==> config.mk <==
export PLATFORM = sky130hd
export DESIGN_NAME = alarm_timer
export DESIGN_NICKNAME = d
export VERILOG_FILES = /design/src/rtl/alarm_timer_pkg.sv /design/src/rtl/alarm_timer_divider.sv /design/src/rtl/alarm_timer.sv
export SDC_FILE = /design/constraint.sdc
export NUM_CORES = 1
export LEC_CHECK = 0
export CORE_ASPECT_RATIO = 2
export CORE_MARGIN = 3
export CORE_UTILIZATION = 58
export DETAILED_ROUTE_END_ITERATION = 16
export PLACE_DENSITY_LB_ADDON = 0.3
export SLEW_MARGIN = 20
export SYNTH_ARGS = -nofsm -noshare
export SYNTH_HDL_FRONTEND = slang
export SYNTH_HIERARCHICAL = 1
export SYNTH_SLANG_ARGS = --single-unit
==> constraint.sdc <==
create_clock -name clk -period 3.5 [get_ports clk]
set_clock_uncertainty 0.2 [all_clocks]
set_input_delay 0.7 -clock clk [delete_from_list [all_inputs] [get_ports clk]]
set_output_delay 0.7 -clock clk [all_outputs]
set_load 0.02 [all_outputs]
==> src/rtl/alarm_timer_pkg.sv <==
// Shared encodings, parameter defaults and clock constants for the alarm countdown timer.
// The ALARM_TIMER_FAST_SIM_EN macro (used by alarm_timer) selects FAST_SIM_DIV instead of CLK_HZ.
package alarm_timer_pkg;

    typedef enum logic [1:0] {
        SEL_ARM_DELAY       = 2'b00,
        SEL_DRIVER_DELAY    = 2'b01,
        SEL_PASSENGER_DELAY = 2'b10,
        SEL_ALARM_ON        = 2'b11
    } interval_e;

    typedef enum logic {
        ST_IDLE  = 1'b0,
        ST_COUNT = 1'b1
    } state_e;

    localparam int NUM_PARAMS = 4;
    localparam int PARAM_W    = 4;

    localparam logic [PARAM_W-1:0] T_ARM_DELAY_DEF       = 4'd6;
    localparam logic [PARAM_W-1:0] T_DRIVER_DELAY_DEF    = 4'd8;
    localparam logic [PARAM_W-1:0] T_PASSENGER_DELAY_DEF = 4'd15;
    localparam logic [PARAM_W-1:0] T_ALARM_ON_DEF        = 4'd10;

    localparam int CLK_HZ       = 27_000_000;
    localparam int FAST_SIM_DIV = 4;

    function automatic logic [PARAM_W-1:0] param_default(input logic [1:0] idx);
        logic [PARAM_W-1:0] value;
        value = T_ARM_DELAY_DEF;
        case (interval_e'(idx))
            SEL_ARM_DELAY:       value = T_ARM_DELAY_DEF;
            SEL_DRIVER_DELAY:    value = T_DRIVER_DELAY_DEF;
            SEL_PASSENGER_DELAY: value = T_PASSENGER_DELAY_DEF;
            SEL_ALARM_ON:        value = T_ALARM_ON_DEF;
            default:             value = T_ARM_DELAY_DEF;
        endcase
        return value;
    endfunction

endpackage

==> src/rtl/alarm_timer_divider.sv <==
// Restartable modulo-DIV tick generator: one_hz_enable is high while the count sits at DIV-1.
module alarm_timer_divider #(
    parameter int DIV = 4
) (
    input  logic clk,
    input  logic reset,
    input  logic restart,
    output logic one_hz_enable
);
    import alarm_timer_pkg::*;

    localparam int CNT_W = (DIV > 1) ? $clog2(DIV) : 1;
    localparam logic [CNT_W-1:0] LAST = CNT_W'(DIV - 1);

    logic [CNT_W-1:0] cnt_q;
    logic [CNT_W-1:0] cnt_d;

    always_comb begin
        cnt_d = cnt_q + CNT_W'(1);
        if (restart || (cnt_q == LAST)) begin
            cnt_d = '0;
        end
    end

    always_ff @(posedge clk) begin
        if (reset) begin
            cnt_q <= '0;
        end else begin
            cnt_q <= cnt_d;
        end
    end

    assign one_hz_enable = (cnt_q == LAST);

endmodule

==> src/rtl/alarm_timer.sv <==
// Alarm countdown timer: four programmable second delays, a one-second divider and an IDLE/COUNT FSM.
// Define ALARM_TIMER_FAST_SIM_EN to tick every FAST_SIM_DIV clocks instead of every CLK_HZ clocks.
module alarm_timer #(
    parameter int CLK_HZ = alarm_timer_pkg::CLK_HZ
) (
    input  logic       clk,
    input  logic       reset,
    input  logic       start_timer,
    input  logic [1:0] interval,
    input  logic       reprogram,
    input  logic [1:0] time_param_sel,
    input  logic [3:0] time_value,
    output logic       expired,
    output logic [3:0] count,
    output logic       busy
);
    import alarm_timer_pkg::*;

`ifdef ALARM_TIMER_FAST_SIM_EN
    localparam int DIV = FAST_SIM_DIV;
`else
    localparam int DIV = CLK_HZ;
`endif

    logic                one_hz_enable;
    logic [PARAM_W-1:0]  param_q [NUM_PARAMS];
    logic [NUM_PARAMS-1:0] wr_en;
    logic [PARAM_W-1:0]  sel_value;

    state_e              state_q,     state_d;
    logic [PARAM_W-1:0]  count_q,     count_d;
    logic                expired_q,   expired_d;
    logic                zero_pend_q, zero_pend_d;

    alarm_timer_divider #(
        .DIV (DIV)
    ) u_divider (
        .clk           (clk),
        .reset         (reset),
        .restart       (start_timer),
        .one_hz_enable (one_hz_enable)
    );

    for (genvar gi = 0; gi < NUM_PARAMS; gi++) begin : g_wr_en
        assign wr_en[gi] = reprogram && (time_param_sel == 2'(gi));
    end

    // Read before the write lands, so a same-edge start sees the old value.
    assign sel_value = param_q[interval];

    always_ff @(posedge clk) begin
        if (reset) begin
            for (int i = 0; i < NUM_PARAMS; i++) begin
                param_q[i] <= param_default(2'(i));
            end
        end else begin
            for (int i = 0; i < NUM_PARAMS; i++) begin
                if (wr_en[i]) begin
                    param_q[i] <= time_value;
                end
            end
        end
    end

    always_comb begin
        state_d     = state_q;
        count_d     = count_q;
        expired_d   = zero_pend_q;
        zero_pend_d = 1'b0;

        if (start_timer) begin
            count_d = sel_value;
            if (sel_value == '0) begin
                // Nothing to count: stay idle and report completion next cycle.
                state_d     = ST_IDLE;
                zero_pend_d = 1'b1;
            end else begin
                state_d = ST_COUNT;
            end
        end else begin
            unique case (state_q)
                ST_IDLE: begin
                    state_d = ST_IDLE;
                end
                ST_COUNT: begin
                    if (one_hz_enable) begin
                        if (count_q <= PARAM_W'(1)) begin
                            count_d   = '0;
                            expired_d = 1'b1;
                            state_d   = ST_IDLE;
                        end else begin
                            count_d = count_q - PARAM_W'(1);
                        end
                    end
                end
                default: begin
                    state_d = ST_IDLE;
                end
            endcase
        end
    end

    always_ff @(posedge clk) begin
        if (reset) begin
            state_q     <= ST_IDLE;
            count_q     <= '0;
            expired_q   <= 1'b0;
            zero_pend_q <= 1'b0;
        end else begin
            state_q     <= state_d;
            count_q     <= count_d;
            expired_q   <= expired_d;
            zero_pend_q <= zero_pend_d;
        end
    end

    assign expired = expired_q;
    assign count   = count_q;
    assign busy    = (state_q == ST_COUNT);

endmodule
==> impl_metrics.py <==
metrics = {
    "place": {
        "place_hpwl_mm": 3.831,
        "gp_congestion": 0.8422,
        "numPortBuffers": 17,
    },
    "routing": {
        "drc": 0,
        "wirelength_mm": 4.997,
        "postRouteAntennaNets": 0,
        "drtIter0Drc": 40,
        "drtPass1Iterations": 4,
        "wl_per_cell_um": 16.07,
        "num_vias": 1862,
        "via_per_inst": 5.987,
    },
    "worst_hold_path": {
        "worstHoldEndpoint": "u_divider/cnt_q[0]",
        "hp-class": "register to register",
        "worstHoldPathCells": 1,
        "hp-start": "u_divider/cnt_q[0]",
    },
    "synth": {
        "syn_inst": 244,
        "synth_area_leaders": "dfxtp_1, edfxtp_1, nor2_1",
        "synth_compound_area_share_pct": 10.46,
        "synth_edf_count": 16,
        "synth_top_area_share_pct": 26.50,
        "synthMuxAreaShare_pct": 3.830,
        "syn_avg_cell_area_um2": 9.907,
        "yosys.area.top_type": "dfxtp_1",
        "syn_area_mm2": 0.002417,
        "async_reset_ff_share_pct": 0,
        "synth_top_family_by_area": "simple AND/OR/NAND/NOR gates",
        "synth_fp_nets": 259,
        "synth-simple-area-share_pct": 29.50,
        "synth_seq_cells": 48,
        "yosys_warnings": 6,
        "synth_ff_type": "dfxtp_1",
        "synth_seq_area_share_pct": 46.38,
        "synthAdderAreaFrac_pct": 1.553,
        "yosysUniqueCellTypes": 52,
        "yosys.area_share.xor_xnor_pct": 3.986,
    },
    "die": {
        "row_count": 32,
        "die_h_um": 97.30,
        "initial_core_util_pct": 61.61,
        "die_x_um": 51.65,
        "fp.coreArea_mm2": 0.003924,
        "io_pins": 18,
        "die_area_mm2": 0.005026,
    },
    "timing": {
        "fmaxAchievable_ghz": 0.3408,
        "fin_crit_ns": 2.935,
        "slew_viol_final": 0,
        "slew_headroom_pct": 49.52,
        "rsz0062_at_grt": "false",
        "tns_ns": 0,
        "hold_viol": 0,
        "fin_crit_sh_pct": 83.84,
        "worstMarginPinSlew_ns": 0.7503,
        "hold_slack_ns": 0.2591,
        "setup_viol": 0,
    },
    "clock_tree": {
        "cts_sinks": 48,
        "cts_tree": "built",
        "cts.clk_slew.worst_paths_ns": 0.09,
        "cts_hold_buf": 0,
        "cts.htree.levels": 2,
        "cts_root_buf": "clkbuf_8",
        "clk_path_buf_depth": 2,
        "clock_latency_ns": 0.30,
        "cts_resized": 0,
        "cts_setup_buffers": 0,
        "numCtsBuffers": 5,
    },
    "critical_path": {
        "cp_top_family": "simple AND/OR/NAND/NOR gates",
        "path_cells": "and4_1, nand3_4, nor4_1, nand2_1, nor4_1, nand3b_1, a311oi_1",
        "startpoint": "u_divider/cnt_q[2]",
        "crit_top_cell": "nor4_1",
        "arrival_ns": 2.95,
        "required_ns": 3.52,
        "worst_path_max_delay_cell": "nor4_1",
        "path_class": "register to register",
        "rr_endpoint": "count[3]",
        "startpoint_type": "register",
        "slowest_delay_ns": 0.71,
        "rrSetupSlack_ns": 0.57,
        "r2r_start": "u_divider/cnt_q[2]",
        "worstPathMaxFanout": 9,
        "path_buf_inv": 0,
        "endpoint_kind": "register",
        "reg2reg_depth": 7,
    },
    "power_and_ir_drop": {
        "p_switching_w": 0.0002424,
        "switching_share_pct": 23.18,
        "power.share.sequential_pct": 58.0,
        "p_leak_nw": 0.8476,
        "vdd_drop_max_mv": 0.3520,
        "combPwrFrac_pct": 9.2,
        "p_per_area_mw_per_mm2": 390.9,
        "power.internal_w": 0.0008032,
        "power_frac_clock_pct": 32.8,
    },
    "job": {
        "drv_cap": 0,
    },
    "cells_and_area": {
        "area_growth_pct": 10.66,
        "drive_above_1_share_pct": 10.38,
        "diodes": 0,
        "nFillCells": 330,
        "finalNetCount": 274,
    },
    "global_routing": {
        "grt_pass1_vias": 1815,
        "grtUsageTotal_pct": 22.24,
        "antenna_found_initial": 0,
        "grt_first_pass_wirelength_mm": 8.328,
        "grt_max_degree": 22,
        "grt.overflow.total": 0,
    },
    "status": {
        "status": "finished clean",
    },
}
## cell usage in the layout (no fill, tap or decap), types with 7 or more instances in the layout
cell type,netlist,final
a21oi_1,13,13
dfxtp_1,32,32
nand4_1,10,10
edfxtp_1,16,16
xor2_1,7,7
nand2_1,16,16
clkdlybuf4s50_1,0,17
nor2_1,23,23
nand3_1,9,9
inv_1,9,9
nor3_1,7,7
or3_1,9,9
and2_1,8,8
nand2b_1,10,10
## state kept, by name (all words and copies together) (netlist names)
name,count
expired,1
param_q,16
zero_pend_q,1
busy,1
u_divider/cnt_q,25
count,4
## layout make-up
| class | instances | area [um^2] | share of cell area [%] |
|---|---|---|---|
| well taps | 51 | 63.81 | 2.385 |
| clock buffers | 7 | 87.58 | 3.274 |
| flip-flops and latches | 48 | 1121 | 41.91 |
| clock inverters | 1 | 6.256 | 0.2339 |
| multi-input cells | 178 | 1192 | 44.57 |
| repair buffers | 17 | 170.2 | 6.361 |
| inverters | 9 | 33.78 | 1.263 |
## per-layer routing
metal / wire length (um) / up-vias / global-route usage [%]
li1: - / 930 / -
met1: 1718 / 887 / 20.32
met2: 3026 / 31 / 43.42
met3: 102 / 14 / 4.147
met4: 150 / 0 / 10.10
met5: 0 / - / 0
## worst reg2reg max path, delay by kind of cell (launching register included)
kind             cells  cell delay [ns]
AND/OR/NAND/NOR      6             1.98
AO/OA/AOI/OAI        1             0.26
flip-flops           1             0.42
## logic make-up after synthesis
group	after synthesis
simple gates	121
flops	48
compound gates	38
buf+inv	18
xor+xnor	11
mux	5
fa+ha+maj	3
## cell usage after synthesis, drive strengths merged, types with 5 or more instances
library cell,number
and4,5
nand2,16
o21ai,7
a21oi,13
nand4,11
nor2,23
nand3,10
nor3,7
edfxtp,16
dfxtp,32
inv,9
nand2b,10
buf,5
xor2,7
or3,12
and2,9
## power groups by stage
stage / Combinational (W) / Clock (W) / Sequential, W
5_1_grt: 0.000104 / 0.000376 / 0.000609
4_1_cts: 0.0000965 / 0.000349 / 0.000606
2_1_floorplan: 0.0000504 / 0 / 0.000621
6_report: 0.0000957 / 0.000343 / 0.000606
3_3_place_gp: 0.0000936 / 0 / 0.000618
3_5_place_dp: 0.0000960 / 0 / 0.000619
## through the flow
stage / total power [W] / area, um^2 / util, % / worst slack [ns] / cells
2_1_floorplan: 0.0006717 / 2417 / - / 1.071 / 244
3_3_place_gp: 0.0007117 / 2581 / 65.78 / 0.7924 / 303
3_5_place_dp: 0.0007153 / 2581 / 65.78 / 0.6029 / 303
4_1_cts: 0.001052 / 2675 / 68.18 / 0.6005 / 311
5_1_grt: 0.001089 / 2675 / 68.18 / 0.1782 / 311
6_report: 0.001046 / 2675 / 68.18 / 0.5655 / 311
## worst max-delay path by stage
stage	cells after the start	slack [ns]	endpoint
floorplan	8	1.07	count[3]
global placement	7	0.79	count[3]
detailed placement	7	0.60	count[3]
CTS	7	0.60	count[3]
global route	7	0.18	count[3]
finish	7	0.57	count[3]
No activity file was read; power rests on OpenSTA's default activity.
